**src/rtl/writeback_stage_if.sv**
```systemverilog
// Writeback stage port bundle: upstream instruction fields plus
// register-file write, forwarding, trap and instret observation.
interface writeback_stage_if #(
  parameter int XLEN    = 32,
  parameter int RF_ADDR = 5
);
  logic               in_valid_i;
  logic               in_ready_o;
  logic [XLEN-1:0]    alu_result_i;
  logic [XLEN-1:0]    pc_plus4_i;
  logic [RF_ADDR-1:0] rd_addr_i;
  logic               reg_write_i;
  logic [1:0]         wb_sel_i;
  logic [2:0]         load_funct3_i;
  logic [XLEN-1:0]    data_read_i;
  logic               stall_i;
  logic               flush_i;
  logic               rf_we_o;
  logic [RF_ADDR-1:0] rf_waddr_o;
  logic [XLEN-1:0]    rf_wdata_o;
  logic [1:0]         fwd_valid_o;
  logic [2*RF_ADDR-1:0] fwd_rd_o;
  logic [2*XLEN-1:0]  fwd_data_o;
  logic               trap_o;
  logic [XLEN-1:0]    trap_addr_o;
  logic [XLEN-1:0]    instret_o;

  modport master (
    output in_valid_i, alu_result_i, pc_plus4_i,
    output rd_addr_i, reg_write_i, wb_sel_i,
    output load_funct3_i, data_read_i,
    output stall_i, flush_i,
    input  in_ready_o, rf_we_o, rf_waddr_o,
    input  rf_wdata_o, fwd_valid_o, fwd_rd_o,
    input  fwd_data_o, trap_o, trap_addr_o,
    input  instret_o
  );

  modport slave (
    input  in_valid_i, alu_result_i, pc_plus4_i,
    input  rd_addr_i, reg_write_i, wb_sel_i,
    input  load_funct3_i, data_read_i,
    input  stall_i, flush_i,
    output in_ready_o, rf_we_o, rf_waddr_o,
    output rf_wdata_o, fwd_valid_o, fwd_rd_o,
    output fwd_data_o, trap_o, trap_addr_o,
    output instret_o
  );
endinterface

```
**src/rtl/writeback_stage.sv**
```systemverilog
// Two-register writeback stage: load format, source mux, forwarding, instret.
// Define WB_MISALIGN_TRAP_EN to trap misaligned loads instead of masking.
module writeback_stage #(
  parameter int XLEN    = 32,
  parameter int RF_ADDR = 5
) (
  input  logic           clk_i,
  input  logic           reset_i,
  writeback_stage_if.slave wb
);

  localparam logic [1:0] SEL_LOAD = 2'b01;
  localparam logic [1:0] SEL_PC4  = 2'b10;

  localparam logic [2:0] F3_LB  = 3'b000;
  localparam logic [2:0] F3_LH  = 3'b001;
  localparam logic [2:0] F3_LBU = 3'b100;
  localparam logic [2:0] F3_LHU = 3'b101;

  typedef struct packed {
    logic               valid;
    logic [XLEN-1:0]    alu;
    logic [XLEN-1:0]    pc4;
    logic [RF_ADDR-1:0] rd;
    logic               reg_write;
    logic [1:0]         wb_sel;
    logic [2:0]         funct3;
  } s1_t;

  typedef struct packed {
    logic               valid;
    logic               reg_write;
    logic [RF_ADDR-1:0] rd;
    logic [XLEN-1:0]    data;
  } s2_t;

  s1_t             s1_q;
  s2_t             s2_q;
  logic            hold_valid_q;
  logic [XLEN-1:0] hold_data_q;
  logic [XLEN-1:0] instret_q;

  logic            accept;
  logic            s1_load;
  logic            is_byte;
  logic            is_half;
  logic            is_word;
  logic            trap_hit;
  logic [1:0]      lane;
  logic [XLEN-1:0] mem_data;
  logic [7:0]      byte_val;
  logic [15:0]     half_val;
  logic [XLEN-1:0] load_val;
  logic [XLEN-1:0] result;

  assign accept  = wb.in_valid_i & ~wb.stall_i & ~wb.flush_i;
  assign s1_load = s1_q.valid & (s1_q.wb_sel == SEL_LOAD);

  // Read data is only on the bus for one cycle; a stall replays it from hold.
  assign mem_data = hold_valid_q ? hold_data_q : wb.data_read_i;

  assign is_byte = (s1_q.funct3 == F3_LB) | (s1_q.funct3 == F3_LBU);
  assign is_half = (s1_q.funct3 == F3_LH) | (s1_q.funct3 == F3_LHU);
  assign is_word = ~is_byte & ~is_half;

`ifdef WB_MISALIGN_TRAP_EN
  logic            misalign;
  logic            trap_q;
  logic [XLEN-1:0] trap_addr_q;

  assign lane     = s1_q.alu[1:0];
  assign misalign = (is_half & s1_q.alu[0]) |
                    (is_word & (|s1_q.alu[1:0]));
  assign trap_hit = s1_load & misalign;

  always_ff @(posedge clk_i) begin
    if (reset_i) begin
      trap_q      <= 1'b0;
      trap_addr_q <= '0;
    end else begin
      trap_q <= ~wb.stall_i & ~wb.flush_i & trap_hit;
      if (~wb.stall_i & ~wb.flush_i & trap_hit)
        trap_addr_q <= s1_q.alu;
    end
  end

  assign wb.trap_o      = trap_q;
  assign wb.trap_addr_o = trap_addr_q;
`else
  // Untrapped misaligned loads fall back to the naturally aligned lane.
  assign lane = is_byte ? s1_q.alu[1:0] :
                is_half ? {s1_q.alu[1], 1'b0} : 2'b00;
  assign trap_hit       = 1'b0;
  assign wb.trap_o      = 1'b0;
  assign wb.trap_addr_o = '0;
`endif

  always_comb begin
    byte_val = 8'h00;
    unique case (lane)
      2'd0: byte_val = mem_data[7:0];
      2'd1: byte_val = mem_data[15:8];
      2'd2: byte_val = mem_data[23:16];
      2'd3: byte_val = mem_data[31:24];
    endcase
    half_val = lane[1] ? mem_data[31:16] : mem_data[15:0];

    load_val = mem_data;
    unique case (1'b1)
      (s1_q.funct3 == F3_LB):
        load_val = {{(XLEN-8){byte_val[7]}}, byte_val};
      (s1_q.funct3 == F3_LBU):
        load_val = {{(XLEN-8){1'b0}}, byte_val};
      (s1_q.funct3 == F3_LH):
        load_val = {{(XLEN-16){half_val[15]}}, half_val};
      (s1_q.funct3 == F3_LHU):
        load_val = {{(XLEN-16){1'b0}}, half_val};
      default:
        load_val = mem_data;
    endcase

    result = s1_q.alu;
    unique case (s1_q.wb_sel)
      SEL_LOAD: result = load_val;
      SEL_PC4:  result = s1_q.pc4;
      default:  result = s1_q.alu;
    endcase
  end

  always_ff @(posedge clk_i) begin
    if (reset_i) begin
      s1_q         <= '0;
      hold_valid_q <= 1'b0;
      hold_data_q  <= '0;
    end else begin
      if (wb.flush_i) begin
        s1_q.valid <= 1'b0;
      end else if (~wb.stall_i) begin
        s1_q.valid <= accept;
        if (accept) begin
          s1_q.alu       <= wb.alu_result_i;
          s1_q.pc4       <= wb.pc_plus4_i;
          s1_q.rd        <= wb.rd_addr_i;
          s1_q.reg_write <= wb.reg_write_i;
          s1_q.wb_sel    <= wb.wb_sel_i;
          s1_q.funct3    <= wb.load_funct3_i;
        end
      end

      if (wb.flush_i | ~wb.stall_i) begin
        hold_valid_q <= 1'b0;
      end else if (s1_load & ~hold_valid_q) begin
        hold_valid_q <= 1'b1;
        hold_data_q  <= wb.data_read_i;
      end
    end
  end

  always_ff @(posedge clk_i) begin
    if (reset_i) begin
      s2_q <= '0;
    end else if (~wb.stall_i) begin
      s2_q.valid     <= s1_q.valid & ~wb.flush_i;
      s2_q.reg_write <= s1_q.reg_write & ~trap_hit;
      s2_q.rd        <= s1_q.rd;
      s2_q.data      <= result;
    end
  end

  always_ff @(posedge clk_i) begin
    if (reset_i)
      instret_q <= '0;
    else if (~wb.stall_i & s2_q.valid)
      instret_q <= instret_q + 1'b1;
  end

  assign wb.in_ready_o = ~wb.stall_i;
  assign wb.rf_we_o    = s2_q.valid & s2_q.reg_write & (|s2_q.rd);
  assign wb.rf_waddr_o = s2_q.rd;
  assign wb.rf_wdata_o = s2_q.data;
  assign wb.instret_o  = instret_q;

  assign wb.fwd_valid_o = {
    wb.rf_we_o,
    s1_q.valid & s1_q.reg_write & (|s1_q.rd)
  };
  assign wb.fwd_rd_o   = {s2_q.rd, s1_q.rd};
  assign wb.fwd_data_o = {s2_q.data, result};

endmodule

```
**src/flat_wrapper.sv**
```systemverilog
// flat-port wrapper written by rule: the top's interface ports become plain ports
module writeback_stage_flat 
#(
  parameter int XLEN    = 32,
  parameter int RF_ADDR = 5
)
  (clk_i, reset_i, wb_in_valid_i, wb_alu_result_i, wb_pc_plus4_i, wb_rd_addr_i, wb_reg_write_i, wb_wb_sel_i, wb_load_funct3_i, wb_data_read_i, wb_stall_i, wb_flush_i, wb_in_ready_o, wb_rf_we_o, wb_rf_waddr_o, wb_rf_wdata_o, wb_fwd_valid_o, wb_fwd_rd_o, wb_fwd_data_o, wb_trap_o, wb_trap_addr_o, wb_instret_o);
  writeback_stage_if #(.XLEN(XLEN), .RF_ADDR(RF_ADDR)) wb_i ();
  input  logic clk_i;
  input  logic reset_i;
  input wire logic [$bits(wb_i.in_valid_i)-1:0] wb_in_valid_i;
  input wire logic [$bits(wb_i.alu_result_i)-1:0] wb_alu_result_i;
  input wire logic [$bits(wb_i.pc_plus4_i)-1:0] wb_pc_plus4_i;
  input wire logic [$bits(wb_i.rd_addr_i)-1:0] wb_rd_addr_i;
  input wire logic [$bits(wb_i.reg_write_i)-1:0] wb_reg_write_i;
  input wire logic [$bits(wb_i.wb_sel_i)-1:0] wb_wb_sel_i;
  input wire logic [$bits(wb_i.load_funct3_i)-1:0] wb_load_funct3_i;
  input wire logic [$bits(wb_i.data_read_i)-1:0] wb_data_read_i;
  input wire logic [$bits(wb_i.stall_i)-1:0] wb_stall_i;
  input wire logic [$bits(wb_i.flush_i)-1:0] wb_flush_i;
  output wire logic [$bits(wb_i.in_ready_o)-1:0] wb_in_ready_o;
  output wire logic [$bits(wb_i.rf_we_o)-1:0] wb_rf_we_o;
  output wire logic [$bits(wb_i.rf_waddr_o)-1:0] wb_rf_waddr_o;
  output wire logic [$bits(wb_i.rf_wdata_o)-1:0] wb_rf_wdata_o;
  output wire logic [$bits(wb_i.fwd_valid_o)-1:0] wb_fwd_valid_o;
  output wire logic [$bits(wb_i.fwd_rd_o)-1:0] wb_fwd_rd_o;
  output wire logic [$bits(wb_i.fwd_data_o)-1:0] wb_fwd_data_o;
  output wire logic [$bits(wb_i.trap_o)-1:0] wb_trap_o;
  output wire logic [$bits(wb_i.trap_addr_o)-1:0] wb_trap_addr_o;
  output wire logic [$bits(wb_i.instret_o)-1:0] wb_instret_o;
  assign wb_i.in_valid_i = wb_in_valid_i;
  assign wb_i.alu_result_i = wb_alu_result_i;
  assign wb_i.pc_plus4_i = wb_pc_plus4_i;
  assign wb_i.rd_addr_i = wb_rd_addr_i;
  assign wb_i.reg_write_i = wb_reg_write_i;
  assign wb_i.wb_sel_i = wb_wb_sel_i;
  assign wb_i.load_funct3_i = wb_load_funct3_i;
  assign wb_i.data_read_i = wb_data_read_i;
  assign wb_i.stall_i = wb_stall_i;
  assign wb_i.flush_i = wb_flush_i;
  assign wb_in_ready_o = wb_i.in_ready_o;
  assign wb_rf_we_o = wb_i.rf_we_o;
  assign wb_rf_waddr_o = wb_i.rf_waddr_o;
  assign wb_rf_wdata_o = wb_i.rf_wdata_o;
  assign wb_fwd_valid_o = wb_i.fwd_valid_o;
  assign wb_fwd_rd_o = wb_i.fwd_rd_o;
  assign wb_fwd_data_o = wb_i.fwd_data_o;
  assign wb_trap_o = wb_i.trap_o;
  assign wb_trap_addr_o = wb_i.trap_addr_o;
  assign wb_instret_o = wb_i.instret_o;
  writeback_stage #(.XLEN(XLEN), .RF_ADDR(RF_ADDR)) u_core (.clk_i(clk_i), .reset_i(reset_i), .wb(wb_i));
endmodule
```
**config.mk**
```make
export PLATFORM = sky130hd
export DESIGN_NAME = writeback_stage_flat
export DESIGN_NICKNAME = d
export VERILOG_FILES = /design/src/rtl/writeback_stage_if.sv /design/src/rtl/writeback_stage.sv /design/src/flat_wrapper.sv
export SDC_FILE = /design/constraint.sdc
export NUM_CORES = 1
export LEC_CHECK = 0
export BUFFER_PORTS_ARGS = -buffer_cell sky130_fd_sc_hd__buf_4
export CORE_ASPECT_RATIO = 0.9
export CORE_MARGIN = 2
export CORE_UTILIZATION = 35
export DETAILED_ROUTE_END_ITERATION = 16
export PLACE_DENSITY = 0.64
export SETUP_SLACK_MARGIN = 0.05
export SYNTH_ARGS = -nofsm -noshare
export SYNTH_HDL_FRONTEND = slang
export SYNTH_SLANG_ARGS = --single-unit
```
**constraint.sdc**
```tcl
create_clock -name clk_i -period 4.5 [get_ports clk_i]
set_input_delay 0.225 -clock clk_i [delete_from_list [all_inputs] [get_ports clk_i]]
set_output_delay 0.225 -clock clk_i [all_outputs]
set_load 0.02 [all_outputs]
```
==> impl_metrics.json <==
{
  "status": "finished, final reports clean",
  "switching_power_mw": 1.04,
  "synth.cell_area_sq_mm": 0.00942,
  "first_global_vias": 7816,
  "grt-ovfl-total": 0,
  "gp_congestion": 0.899,
  "cpPeakStageDelay_ns": 0.67,
  "setup-violations-final": 0,
  "cts_sinks": 180,
  "cpMostUsedCell": "buf_4",
  "criticalPathCategory": "flip-flop to primary output",
  "antenna_cells": 0,
  "finalNonFillerCells": 1688,
  "drcViolationCount": 0,
  "swShare_pct": 29.1,
  "dieArea_sq_mm": 0.0282,
  "grt_pass1_wl_mm": 45.7,
  "critical_path.top_delay_family": "flip-flops",
  "vias": 8603,
  "rows": 56,
  "drt_wl_total_mm": 30.4,
  "cts_root_buf": "clkbuf_16",
  "cts_made_buffers": 17,
  "period_needed_ns": 3.47,
  "final_core_util_pct": 43.4,
  "dp_hpwl_mm": 22.1,
  "worstReg2RegStart": "u_core.hold_valid_q",
  "cts_tree": "built",
  "drv_slew": 0,
  "arrival_ns": 3.24,
  "place_inst": 1656,
  "clkPwrFrac_pct": 40.6,
  "grt_max_degree": 91,
  "dr.first_iter.drc_count": 817,
  "ir_drop_v": 0.000188,
  "pwr-share-comb_pct": 13.4,
  "cp-end-kind": "primary output",
  "slowest_stage": "dfxtp_2",
  "required_ns": 4.28,
  "dpl_worst_slack_ns": 1.54,
  "ant_nets": 0,
  "fin_skew_ns": 0.0118,
  "die_h_um": 160,
  "ios": 292,
  "avgSynthCellArea_sq_um": 7.85,
  "synth-seq-cells": 180,
  "placed_cell_area_sq_mm": 0.0108,
  "globalRouteTotalUtil_pct": 20.9,
  "hold_viol": 0,
  "ys.flop_type": "dfxtp_1",
  "hp-class": "input port to flip-flop",
  "fin_tns_setup_ns": 0,
  "crit_path_max_fanout": 19,
  "seqPwrFrac_pct": 46.1,
  "h-tree-depth": 4,
  "synth_edf_count": 0,
  "antenna_found_initial": 0,
  "cts.clk_slew.worst_paths_ns": 0.07,
  "fin_nets": 1442,
  "hold_depth": 2,
  "layout-drive-gt1-share_pct": 25.9,
  "path_buf_inv": 2,
  "core_sq_mm": 0.0263,
  "fin_crit_sh_pct": 77.0,
  "post-cts-setup-buffer-count": 0,
  "power_density_mw_per_mm2": 315,
  "rrSetupSlack_ns": 1.65,
  "synth-warning-count": 0,
  "die_x_um": 177,
  "initial_core_util_pct": 35.8,
  "io_buffers": 258,
  "fillers": 2641,
  "critPathLaunchType": "flip-flop",
  "p_leak_nw": 4.55,
  "startpoint": "u_core.hold_valid_q",
  "syn_to_final_growth_pct": 21.1,
  "worstPathCellList": "buf_4, mux2i_1, a32oi_2, a21boi_1, or2_1, o21bai_1, buf_4",
  "cap_viol_max_count": 0,
  "r2r-end": "u_core.wb.rf_wdata_o[18]",
  "p_int_mw": 2.54,
  "seq_area_frac_synth_pct": 38.3,
  "tightest_slew_ns": 0.988,
  "design_area_sq_mm": 0.0114,
  "ctsHoldBuffers": 0,
  "clock_path_buffers": 2,
  "drtPass1Iterations": 7,
  "clk_latency_ns": 0.43,
  "power_mw": 3.59,
  "worstHoldEndpoint": "u_core.hold_valid_q",
  "synth_cell_types": 62,
  "rsz0062_at_grt": "no",
  "clock.fmax_ghz": 0.289,
  "min_from": "wb_flush_i",
  "reg2reg_depth": 6,
  "synthArstFlopShare_pct": 0,
  "wire_per_inst_um": 18.0,
  "synthCells": 1200,
  "slew_headroom_pct": 34.1,
  "setup_ws_ns": 1.03,
  "timing.hold.ws_ns": 0.0287,
  "cts_resized": 0,
  "vias_per_cell": 5.10
}
-- cell usage in the layout, fill, tap and decap left out, types with 5 or more instances in the layout --
cell       count
o2111ai_1      5
o21ai_0       54
xnor2_1        7
o211a_1        6
mux2_2        15
dfxtp_1      179
o2bb2ai_1      9
nand4_1       13
o22ai_1       10
nor2_1        58
nand2_1      306
clkbuf_16     17
conb_1        33
inv_1          9
a21oi_1      141
a311oi_1       5
mux2i_1       46
nand3_1        9
or3_1          6
nand2b_1       7
a221oi_1       9
and3_1        11
o21bai_1      17
xor2_1        21
buf_4        269
o22ai_2       10
-- synth_stat cells, types with 9 or more instances --
cell type | instances | share of area [%]
and3_1 | 12 | 0.80
nand4_1 | 13 | 0.86
nor2_1 | 59 | 2.4
mux2_2 | 15 | 1.8
nand3_1 | 10 | 0.53
dfxtp_1 | 180 | 38
a221oi_1 | 9 | 0.84
mux2i_1 | 46 | 4.9
o22ai_2 | 10 | 1.3
xor2_1 | 21 | 2.0
nand2_1 | 306 | 12
a21oi_1 | 141 | 7.5
buf_2 | 11 | 0.58
inv_1 | 9 | 0.36
o21ai_0 | 54 | 2.9
o2bb2ai_1 | 9 | 0.84
o21bai_1 | 17 | 1.4
buf_4 | 116 | 9.2
clkbuf_1 | 59 | 2.4
o22ai_1 | 10 | 0.66
-- how the worst max path moves through the flow --
stage,end,slack [ns],depth (start not counted)
floorplan,wb_fwd_data_o[10],2.24,8
global placement,wb_fwd_data_o[31],1.63,7
detailed placement,wb_fwd_data_o[23],1.54,7
CTS,wb_fwd_data_o[29],1.07,7
global route,wb_fwd_data_o[23],0.84,7
finish,wb_fwd_data_o[23],1.03,7
-- routing by layer --
layer	GRT usage (%)	routed length, um	share of wire, %	vias to the layer above
met3	3.86	1970	6.5	26
met2	32.3	13700	45	335
met4	4.73	394	1.3	0
met1	30.0	14300	47	4061
met5	0	0	0	-
li1	-	-	-	4181
-- kinds of logic after synthesis --
group | after synthesis | synth area share, %
other | 1 | 0.0398
AND/OR/NAND/NOR | 436 | 19.6
XOR/XNOR | 28 | 2.60
adder cells (fa/ha/maj) | 3 | 0.399
flip-flops | 180 | 38.3
multiplexers | 64 | 7.40
buffers and inverters | 205 | 13.1
AO/OA/AOI/OAI | 283 | 18.5
-- final cells by class --
cell class / instances / area, sq um / area share (%)
multi-input combinational: 847 / 4720 / 41.4
sequential: 180 / 3600 / 31.6
timing repair buffer: 270 / 2030 / 17.8
tap: 348 / 435 / 3.82
clock buffer: 17 / 425 / 3.73
clock inverter: 15 / 148 / 1.29
inverter: 11 / 41.3 / 0.362
-- sequential cells by signal, summed over array words and instances (netlist names) --
| signal | flops |
|---|---|
| u_core.wb.rf_wdata_o | 32 |
| u_core.hold_valid_q | 1 |
| u_core.s1_q | 71 |
| u_core.wb.fwd_rd_o | 5 |
| u_core.wb.rf_waddr_o | 5 |
| u_core.s2_q | 2 |
| u_core.hold_data_q | 32 |
| u_core.wb.instret_o | 32 |
-- power groups by stage --
stage / combinational, mW / sequential, mW / clock [mW]
2_1_floorplan: 0.317 / 1.68 / 0
3_3_place_gp: 0.473 / 1.69 / 0
3_5_place_dp: 0.476 / 1.69 / 0
4_1_cts: 0.478 / 1.65 / 1.49
5_1_grt: 0.514 / 1.66 / 1.55
6_report: 0.480 / 1.65 / 1.46
-- worst register-to-register path, cell delays in order (launching register included) --
cell      delay (ns)
dfxtp_2         0.67
buf_4           0.41
mux2i_1         0.35
a32oi_2         0.20
a21boi_1        0.21
or3_1           0.71
o22ai_1         0.17
Note: power is estimated with default switching activity, not from simulation.
